File: config.mk
export PLATFORM = sky130hd
export DESIGN_NAME = audio_sample_gen
export DESIGN_NICKNAME = d
export VERILOG_FILES = /design/src/rtl/audio_gen_pkg.sv /design/src/rtl/audio_frame_fifo.sv /design/src/rtl/audio_sample_gen.sv
export SDC_FILE = /design/constraint.sdc
export NUM_CORES = 1
export LEC_CHECK = 0
export CAP_MARGIN = 20
export CORE_UTILIZATION = 50
export DETAILED_ROUTE_END_ITERATION = 7
export PLACE_DENSITY_LB_ADDON = 0.05
export SYNTH_ARGS = -nofsm -noshare
export SYNTH_HDL_FRONTEND = slang
export SYNTH_SLANG_ARGS = --single-unit
File: constraint.sdc
create_clock -name clk_pixel -period 5.7 [get_ports clk_pixel]
set_input_delay 1.425 -clock clk_pixel [delete_from_list [all_inputs] [get_ports clk_pixel]]
set_output_delay 1.425 -clock clk_pixel [all_outputs]
set_load 0.05 [all_outputs]
File: src/rtl/audio_gen_pkg.sv
// Shared types and helpers for the audio sample generator.
//   audio_mode_e : sample source selection (mute, sawtooth, square, stream)
//   acc_width()  : width of the fractional divider accumulator
package audio_gen_pkg;

  typedef enum logic [1:0] {
    AUD_MUTE   = 2'd0,
    AUD_SAW    = 2'd1,
    AUD_SQUARE = 2'd2,
    AUD_STREAM = 2'd3
  } audio_mode_e;

  // The accumulator must hold acc + 2*rate before the wrap subtraction.
  function automatic int acc_width(input longint clk_hz, input longint audio_rate);
    return $clog2(clk_hz + 2 * audio_rate) + 1;
  endfunction

endpackage

File: src/rtl/audio_frame_fifo.sv
// Synchronous frame FIFO for the stream source.
//   clk_pixel, reset : clock, synchronous active-high reset (empties the FIFO)
//   push, wr_data    : write request and frame (ignored when full)
//   pop              : read request (ignored when empty)
//   rd_data          : head frame, valid whenever !empty
//   full, empty      : status from the registered level
//   level            : frames held
module audio_frame_fifo
  import audio_gen_pkg::*;
#(
  parameter int WIDTH = 32,
  parameter int DEPTH = 8
) (
  input  logic                     clk_pixel,
  input  logic                     reset,
  input  logic                     push,
  input  logic [WIDTH-1:0]         wr_data,
  input  logic                     pop,
  output logic [WIDTH-1:0]         rd_data,
  output logic                     full,
  output logic                     empty,
  output logic [$clog2(DEPTH):0]   level
);

  localparam int LW = $clog2(DEPTH) + 1;
  localparam int PW = (DEPTH > 1) ? $clog2(DEPTH) : 1;

  logic [WIDTH-1:0] mem_q [DEPTH];
  logic [WIDTH-1:0] mem_d [DEPTH];
  logic [PW-1:0]    wr_ptr_q, wr_ptr_d, rd_ptr_q, rd_ptr_d;
  logic [LW-1:0]    level_q, level_d;
  logic             wr_en, rd_en;

  always_comb begin
    full     = (level_q == LW'(DEPTH));
    empty    = (level_q == '0);
    wr_en    = push && !full;
    rd_en    = pop && !empty;
    rd_data  = mem_q[rd_ptr_q];
    level    = level_q;

    mem_d    = mem_q;
    wr_ptr_d = wr_ptr_q;
    rd_ptr_d = rd_ptr_q;
    if (wr_en) begin
      mem_d[wr_ptr_q] = wr_data;
      wr_ptr_d = (wr_ptr_q == PW'(DEPTH - 1)) ? '0 : wr_ptr_q + 1'b1;
    end
    if (rd_en) begin
      rd_ptr_d = (rd_ptr_q == PW'(DEPTH - 1)) ? '0 : rd_ptr_q + 1'b1;
    end
    level_d = level_q + LW'(wr_en) - LW'(rd_en);
  end

  always_ff @(posedge clk_pixel) begin
    if (reset) begin
      wr_ptr_q <= '0;
      rd_ptr_q <= '0;
      level_q  <= '0;
    end else begin
      wr_ptr_q <= wr_ptr_d;
      rd_ptr_q <= rd_ptr_d;
      level_q  <= level_d;
    end
  end

  // Storage carries no reset; validity is tracked by the pointers and level.
  always_ff @(posedge clk_pixel) begin
    mem_q <= mem_d;
  end

endmodule

File: src/rtl/audio_sample_gen.sv
// Audio sample source for the HDMI path: exact-average fractional divider
// producing clk_audio from clk_pixel, plus a per-sample frame generator.
//   clk_pixel, reset         : sole clock, synchronous active-high reset
//   mode                     : 0 mute, 1 sawtooth, 2 square, 3 stream
//   s_valid, s_data, s_ready : frame push interface into the stream FIFO
//   clk_audio, sample_strobe : 50 % sample clock and its rising-edge pulse
//   audio_sample_word        : current frame, channel 0 in the LSBs
//   fifo_level               : frames held in the stream FIFO
//   underrun_count           : saturating count of pops from an empty FIFO
module audio_sample_gen
  import audio_gen_pkg::*;
#(
  parameter int                   CLK_HZ         = 74_250_000,
  parameter int                   AUDIO_RATE     = 48000,
  parameter int                   BIT_WIDTH      = 16,
  parameter int                   CHANNELS       = 2,
  parameter logic [BIT_WIDTH-1:0] SAW_STEP       = 16'h1111,
  parameter int                   SQ_HALF_PERIOD = 24,
  parameter logic [BIT_WIDTH-1:0] SQ_AMPLITUDE   = 16'h4000,
  parameter int                   FIFO_DEPTH     = 8
) (
  input  logic                            clk_pixel,
  input  logic                            reset,
  input  logic [1:0]                      mode,
  input  logic                            s_valid,
  input  logic [CHANNELS*BIT_WIDTH-1:0]   s_data,
  output logic                            s_ready,
  output logic                            clk_audio,
  output logic                            sample_strobe,
  output logic [CHANNELS*BIT_WIDTH-1:0]   audio_sample_word,
  output logic [$clog2(FIFO_DEPTH):0]     fifo_level,
  output logic [15:0]                     underrun_count
);

  localparam int FW = CHANNELS * BIT_WIDTH;
  localparam int AW = acc_width(CLK_HZ, AUDIO_RATE);
  localparam int CW = $clog2(SQ_HALF_PERIOD + 1);
  localparam logic [AW-1:0]        ACC_INC = AW'(2 * AUDIO_RATE);
  localparam logic [AW-1:0]        ACC_MOD = AW'(CLK_HZ);
  localparam logic [BIT_WIDTH-1:0] SQ_NEG  = ~SQ_AMPLITUDE + 1'b1;

  logic [AW-1:0]        acc_q, acc_d, acc_sum;
  logic                 tick, upd_tick, underrun;
  logic                 clk_audio_q, clk_audio_d, strobe_q, strobe_d;
  logic [FW-1:0]        word_q, word_d, frame_sel;
  logic [BIT_WIDTH-1:0] saw_q [CHANNELS];
  logic [BIT_WIDTH-1:0] saw_d [CHANNELS];
  logic [BIT_WIDTH-1:0] sq_level;
  logic [CW-1:0]        sq_cnt_q, sq_cnt_d;
  logic                 sq_phase_q, sq_phase_d;
  logic [15:0]          und_q, und_d;
  logic                 fifo_push, fifo_pop, fifo_full, fifo_empty;
  logic [FW-1:0]        fifo_head;
  audio_mode_e          mode_e;

  audio_frame_fifo #(
    .WIDTH (FW),
    .DEPTH (FIFO_DEPTH)
  ) u_fifo (
    .clk_pixel (clk_pixel),
    .reset     (reset),
    .push      (fifo_push),
    .wr_data   (s_data),
    .pop       (fifo_pop),
    .rd_data   (fifo_head),
    .full      (fifo_full),
    .empty     (fifo_empty),
    .level     (fifo_level)
  );

  always_comb begin
    mode_e = audio_mode_e'(mode);

    // Adding 2*rate per cycle and wrapping at CLK_HZ yields ticks at exactly
    // twice the sample rate on average; clk_audio toggles on each tick.
    acc_sum     = acc_q + ACC_INC;
    tick        = (acc_sum >= ACC_MOD);
    acc_d       = tick ? (acc_sum - ACC_MOD) : acc_sum;
    upd_tick    = tick && clk_audio_q;
    clk_audio_d = tick ? ~clk_audio_q : clk_audio_q;
    strobe_d    = tick && !clk_audio_q;

    for (int c = 0; c < CHANNELS; c++) begin
      saw_d[c] = upd_tick ? saw_q[c] + BIT_WIDTH'(SAW_STEP * (c + 1)) : saw_q[c];
    end

    // Square output uses the phase held before this tick advances it.
    sq_cnt_d   = sq_cnt_q;
    sq_phase_d = sq_phase_q;
    if (upd_tick) begin
      if (sq_cnt_q == CW'(SQ_HALF_PERIOD - 1)) begin
        sq_cnt_d   = '0;
        sq_phase_d = ~sq_phase_q;
      end else begin
        sq_cnt_d = sq_cnt_q + 1'b1;
      end
    end
    sq_level = sq_phase_q ? SQ_NEG : SQ_AMPLITUDE;

    frame_sel = '0;
    case (mode_e)
      AUD_SAW: begin
        for (int c = 0; c < CHANNELS; c++) frame_sel[c*BIT_WIDTH +: BIT_WIDTH] = saw_d[c];
      end
      AUD_SQUARE: begin
        for (int c = 0; c < CHANNELS; c++) frame_sel[c*BIT_WIDTH +: BIT_WIDTH] = sq_level;
      end
      AUD_STREAM: frame_sel = fifo_empty ? '0 : fifo_head;
      default:    frame_sel = '0;
    endcase
    word_d = upd_tick ? frame_sel : word_q;

    // A push into an empty FIFO on an update tick still counts as an underrun;
    // the pushed frame is kept for the next tick.
    s_ready   = !fifo_full;
    fifo_push = s_valid && !fifo_full;
    fifo_pop  = upd_tick && (mode_e == AUD_STREAM) && !fifo_empty;
    underrun  = upd_tick && (mode_e == AUD_STREAM) && fifo_empty;
    und_d     = (underrun && (und_q != 16'hFFFF)) ? und_q + 16'd1 : und_q;
  end

  always_ff @(posedge clk_pixel) begin
    if (reset) begin
      acc_q       <= '0;
      clk_audio_q <= 1'b0;
      strobe_q    <= 1'b0;
      word_q      <= '0;
      sq_cnt_q    <= '0;
      sq_phase_q  <= 1'b0;
      und_q       <= '0;
      for (int c = 0; c < CHANNELS; c++) saw_q[c] <= '0;
    end else begin
      acc_q       <= acc_d;
      clk_audio_q <= clk_audio_d;
      strobe_q    <= strobe_d;
      word_q      <= word_d;
      sq_cnt_q    <= sq_cnt_d;
      sq_phase_q  <= sq_phase_d;
      und_q       <= und_d;
      for (int c = 0; c < CHANNELS; c++) saw_q[c] <= saw_d[c];
    end
  end

  assign clk_audio         = clk_audio_q;
  assign sample_strobe     = strobe_q;
  assign audio_sample_word = word_q;
  assign underrun_count    = und_q;

endmodule

==> results of run 1 <==
[area by class of cell]
class	count	area, µm²	share of cell area
sequential	377	10100	0.539
multi-input combinational	708	5730	0.305
clock buffer	59	1140	0.0609
timing repair buffer	110	1060	0.0564
tap	402	503	0.0268
clock inverter	12	150	0.00800
inverter	18	67.6	0.00360
[kinds of logic (layout without fill, tap and decap cells)]
| logic type | after synthesis | in the layout |
|---|---|---|
| flip-flops | 377 | 377 |
| AND/OR/NAND/NOR | 299 | 299 |
| AO/OA/AOI/OAI | 208 | 208 |
| multiplexers | 99 | 99 |
| buffers and inverters | 88 | 199 |
| XOR/XNOR | 83 | 83 |
| adder cells (fa/ha/maj) | 19 | 19 |
[through the flow]
| stage | util | std cells | setup WS, ps | area [µm²] |
|---|---|---|---|---|
| final | 0.592 | 1686 | 1660 | 18800 |
| after global routing | 0.592 | 1686 | 1350 | 18800 |
| after CTS | 0.591 | 1685 | 1690 | 18800 |
| after detailed placement | 0.551 | 1614 | 1550 | 17500 |
| after global placement | 0.551 | 1614 | 1650 | 17500 |
| after floorplan | - | 1173 | 465 | 16200 |
[layout by cell type, fill, tap and decap left out, types with 35 or more instances in the layout]
master / synthesis / layout
a21oi_1: 52 / 52
xor2_1: 48 / 48
nor2_1: 94 / 91
mux4_2: 64 / 64
clkdlybuf4s50_1: 0 / 90
clkbuf_16: 0 / 40
o21ai_0: 62 / 62
edfxtp_1: 256 / 256
mux2i_1: 35 / 35
nand2_1: 53 / 53
dfxtp_1: 121 / 118
[layer usage]
metal | vias up | share of wire | GRT usage
li1 | 4664 | - | -
met1 | 4864 | 0.45 | 0.290
met2 | 187 | 0.49 | 0.358
met3 | 37 | 0.042 | 0.0353
met4 | 0 | 0.014 | 0.0447
met5 | - | 0 | 0
[power by group through the flow]
stage          sequential, mW  combinational (mW)  clock [mW]
6_report                 3.15               0.670        2.53
5_1_grt                  3.16               0.742        2.70
4_1_cts                  3.15               0.677        2.59
3_5_place_dp             3.20               0.675           0
3_3_place_gp             3.20               0.669           0
2_1_floorplan            3.17               0.489           0
[worst max path at each step]
stage,startpoint,to
after floorplan,u_fifo.level[2]$_SDFF_PP0_,u_fifo.mem_q[224]$_DFFE_PP_
after global placement,s_valid,u_fifo.mem_q[202]$_DFFE_PP_
after detailed placement,s_valid,u_fifo.mem_q[212]$_DFFE_PP_
after CTS,acc_q[8]$_SDFF_PP0_,u_fifo.level[1]$_SDFF_PP0_
after global routing,acc_q[8]$_SDFF_PP0_,u_fifo.level[3]$_SDFF_PP0_
final,acc_q[8]$_SDFF_PP0_,u_fifo.level[1]$_SDFF_PP0_
[worst max-delay path: cells and delay by family, from the launching register on]
| kind | cells | cell delay (ps) |
|---|---|---|
| AOI/OAI and AO/OA | 3 | 550 |
| adders and majority gates | 4 | 1100 |
| buffers and inverters | 3 | 310 |
| DFF | 1 | 570 |
| and+or+nand+nor | 5 | 1350 |
[state kept, by name, indices dropped and copies added, names as in the netlist]
signal / count
audio_sample_word: 32
sample_strobe: 1
u_fifo.rd_ptr_q: 3
saw_q: 31
u_fifo.level: 4
sq_cnt_q: 5
u_fifo.wr_ptr_q: 3
clk_audio: 1
u_fifo.mem_q: 256
underrun_count: 16
acc_q: 24
sq_phase_q: 1
==> metrics.txt, run 1 <==
first-pass GRT wire length=roughly 54 mm; total of max-cap violations=0; Vias=~10,000; Worst EP arrival=about 4400 ps; fraction of layout cells with a size suffix above 1=0.140; Die Y=between 150 and 200 µm; kind of critical path=reg -> reg; total CTS buffers=40; cts hold-fix bufs=0; Post-Route WL=around 34 mm; internal power=roughly 4.8 mW; setup violators final=0; commonest cells in the netlist=edfxtp_1 (256), dfxtp_1 (121), nor2_1 (94); syn_nets=about 1,200; Synth area leaders=edfxtp_1 (47%), dfxtp_1 (15%), mux4_2 (8.9%); Synth top area share=0.475; Seq/Total Area, Yosys=0.624; most numerous cell in the Yosys netlist=edfxtp_1; Worst-path clk slew=approximately 60 ps; total gr overflow=0; H-tree levels=2; Worst EP required=6080 ps; syn_area_per_cell=roughly 14 µm²; Post-CTS Resized=0; R2R Setup Slk=around 1700 ps; gr usage total=0.212; Switching Fraction=0.244; critical path's slowest cell=dfxtp_1; worst hold start=sq_cnt_q[3]$_SDFFE_PP0N_; post-synthesis mux area share=0.111; post-synthesis cell type count=73; Sink Count=~380; Post-synth ARST share=0; Synth Cell Area=0.0162 mm²; CP max FO=12; Post-CTS Setup Repair Bufs=0; Simple-Gate Fraction of Synth Area=0.0943; Worst-Skew Late Latency=approximately 550 ps; power share of the clock group=0.399; initial antenna violation count=0; die area=about 0.033 mm²; EDFF count, synth=approximately 260; Ports=92; combinational power share=0.106; Tot Pwr=between 6 and 7 mW; HP Class=reg -> reg; # fillers=2,436; P_sw=between 1.5 and 2 mW; DPL Wire Length=between 20 and 25 mm; Layout Nets=~1,300; flops & latches, synth=377; Gate Count Post-Synth=around 1,200; CP endpoint kind=flop; fin. max-slew vios=0; measured slew at the worst slew-check pin=between 1000 and 1500 ps; Root Buffer=clkbuf_16; worst hold endpoint=sq_cnt_q[3]$_SDFFE_PP0N_; Placer Congestion=between 0.8 and 0.9; Post-Synth Adder-Cell Area=0.0151; Post-Route Skew=about 27 ps; drt first-iter violations=slightly below 600; crit path launch type=flop; worst hold path stage count=2; WL/cell=20.3 µm; post-synthesis compound-gate area fraction=0.0850; peak supply drop=between 300 and 400 µV; minimum hold slack=476 ps; status=finished, final reports clean; vias in the first global route=9,736; final hold violations=0; Final min period=just over 4000 ps; DRT antenna net count=0; Leak=between 5 and 6 nW; part of the power in registers=0.496; die extent in x=182 µm; Crit Reg-Reg Startpoint=acc_q[8]$_SDFF_PP0_; unrepaired setup endpoints after global routing=false; CORE AREA=around 0.032 mm²; starting density of the core=0.511; largest net degree at the start of global routing=80; cells on worst reg2reg path=15; ANT cells=0; Post-Synth XOR/XNOR Area=0.0453; num rows=65; FF-to-FF End=u_fifo.level[1]$_SDFF_PP0_; drt first pass iters=4; synth warn=0; worst path cell trace=inv_1, ha_1, nand2b_1, a21oi_4, or3_1, and2_1, a211oi_2, a21oi_4, or2_1, inv_1, ha_1, inv_1, ha_1, fa_1, nor2b_1; largest stage delay on the critical path=between 500 and 600 ps; combinational family with the most area after synthesis=multiplexers; Via density=~5.8; Area growth, synth to finish=15.9%; Power Density=338 mW/mm²; IO buf count=roughly 90; DRC violations left=0; CTS tree=yes; setup TNS=0 ps; Fmax=around 0.25 GHz; CTS max path bufs=3; Worst slew margin=0.316; prevailing post-synth register cell=edfxtp_1; leading area contributor after synthesis=edfxtp_1; fin crit share=0.709
Note: power is estimated with default switching activity, not from simulation.
==> run 2, diff against run 1 <==
Clock period 5.7 ns to 3.65 ns, I/O delays scaled along.
==> run 2 against run 1 <==
  * Clock skew shrank 4.2 ps
  * Power grew 57%
  * Setup slack lost 1400 ps
  * Fmax grew 18%
  * Cell count grew 2.0%
  * Clock-buffer cell count grew 3
  * Critical endpoint is now u_fifo.level[2]$_SDFF_PP0_
  * Largest power group unchanged
==> metrics.txt, run 2 (same netlist as run 1, synthesis figures left out) <==
die area=between 0.03 and 0.04 mm²; total CTS buffers=40; Ports=92; Die Y=182 µm; Core Util, Final=0.603; CTS tree=yes; # fillers=between 2,000 and 3,000; Via density=5.74; DP Worst Slack=-25.5 ps; total of max-cap violations=0; first-pass GRT wire length=55.3 mm; Area growth, synth to finish=18.0%; total gr overflow=0; kind of critical path=reg -> reg; num rows=65; WL/cell=~21 µm; Tot Pwr=between 9 and 10 mW; measured slew at the worst slew-check pin=between 800 and 900 ps; minimum hold slack=roughly 480 ps; Fmax=a little under 0.3 GHz; Power Density=about 520 mW/mm²; HP Class=reg -> reg; Worst EP required=roughly 4100 ps; CP endpoint kind=flop; Root Buffer=clkbuf_16; Vias=9,863; CP max FO=6; worst hold path stage count=2; setup TNS=0 ps; crit path launch type=flop; most common cell after layout, fill and taps aside=edfxtp_1; starting density of the core=0.511; Post-Route WL=approximately 36 mm; ANT cells=0; dpl cell area=0.0178 mm²; Leak=a little over 6 nW; worst hold endpoint=sq_cnt_q[1]$_SDFFE_PP0N_; IO buf count=between 90 and 100; Crit Reg-Reg Startpoint=acc_q[19]$_SDFF_PP0_; Post-Route Skew=between 20 and 25 ps; commonest cells after routing, fill and taps aside=edfxtp_1 (256), dfxtp_1 (116), nor2_1 (91); fin. max-slew vios=0; Cells after DPL=1,645; drt first pass iters=7; FF-to-FF End=u_fifo.level[2]$_SDFF_PP0_; fraction of layout cells with a size suffix above 1=0.166; register area=0.0101 mm²; Largest register FFs=256; DPL Wire Length=around 22 mm; DRC violations left=0; worst hold start=sq_cnt_q[1]$_SDFFE_PP0N_; CTS max path bufs=3; gr usage total=0.219; multi-input logic area=around 0.0058 mm²; Placer Congestion=a little under 0.9; final hold violations=0; fin worst setup slack=230 ps; unrepaired setup endpoints after global routing=false; Layout Nets=1,342; Sink Count=between 300 and 400; Worst-Skew Late Latency=around 550 ps; peak supply drop=roughly 450 µV; Worst-path clk slew=approximately 60 ps; vias in the first global route=just under 10,000; R2R Setup Slk=230 ps; status=finished, final reports clean; Final min period=between 3000 and 4000 ps; initial antenna violation count=0; largest net degree at the start of global routing=~70; cells on worst reg2reg path=14; die extent in x=between 150 and 200 µm; Finished Layout Cells=approximately 1,700; drt first-iter violations=about 700; cts hold-fix bufs=0; post-route cell area=roughly 0.019 mm²; setup violators final=0; Worst slew margin=0.445; fin crit share=0.937; DRT antenna net count=0; CORE AREA=~0.032 mm²; Biggest register=u_fifo.mem_q; Worst EP arrival=about 3800 ps; H-tree levels=2
[run 2: changes by cell type in the layout (fill, tap and decap cells not counted), moves of 2 or more]
cell      previous run  this run
o31ai_4              0         2
buf_12               0         6
o31ai_2              2         0
clkbuf_1            12        15
dfxtp_1            118       116
dfxtp_2              2         4
buf_4               19        45
[run 2: cell type report]
type | instances | share of cell area
flip-flops and latches | 377 | 0.529
multi-input cells | 708 | 0.303
repair buffers | 141 | 0.0711
clock buffers | 62 | 0.0609
well taps | 402 | 0.0263
clock inverters | 11 | 0.00589
inverters | 18 | 0.00353
[run 2: what timing repair did]
action | CTS | global route
endpoints found under the setup margin | 2 | 3
setup buffers | 0 | 1
resized for setup | 2 | 10
pin swaps | 0 | 1
[run 2: layer usage]
metal  GRT usage  share of wire  up-vias
met2       0.361           0.49      185
met3      0.0339          0.034       44
met1       0.303           0.46     4905
li1            -              -     4729
met4      0.0585          0.019        0
met5           0              0        -
[run 2: how the worst max path moves through the flow]
| stage | from | endpoint | cells past startpoint |
|---|---|---|---|
| final | acc_q[19]$_SDFF_PP0_ | u_fifo.level[2]$_SDFF_PP0_ | 14 |
| after global routing | acc_q[8]$_SDFF_PP0_ | u_fifo.level[3]$_SDFF_PP0_ | 17 |
| after CTS | acc_q[16]$_SDFF_PP0_ | u_fifo.level[2]$_SDFF_PP0_ | 14 |
| after detailed placement | acc_q[8]$_SDFF_PP0_ | u_fifo.level[1]$_SDFF_PP0_ | 15 |
| after global placement | acc_q[8]$_SDFF_PP0_ | u_fifo.level[3]$_SDFF_PP0_ | 17 |
| after floorplan | u_fifo.level[2]$_SDFF_PP0_ | u_fifo.mem_q[100]$_DFFE_PP_ | 5 |
[run 2: critical path, stage by stage, from the launching register on]
cell and delay, ps:
dfxtp_1 420, o2111ai_2 220, or4_1 560, nor4_1 330
or3_4 250, o31ai_4 80, a21oi_4 140, or2_4 150
inv_2 60, ha_1 260, inv_1 40, ha_1 200
fa_1 390, xnor2_1 160, nor2_1 50
[run 2: power by group]
part           switching, mW  internal [mW]
Sequential             0.108           4.75
Combinational          0.732          0.496
Clock                   1.63           2.28
==> run 3, diff against run 2 <==
Settings changed: TNS_END_PERCENT set to 100.
==> results of run 3 <==
Final layout, timing and power as in run 2 (identical DEF).
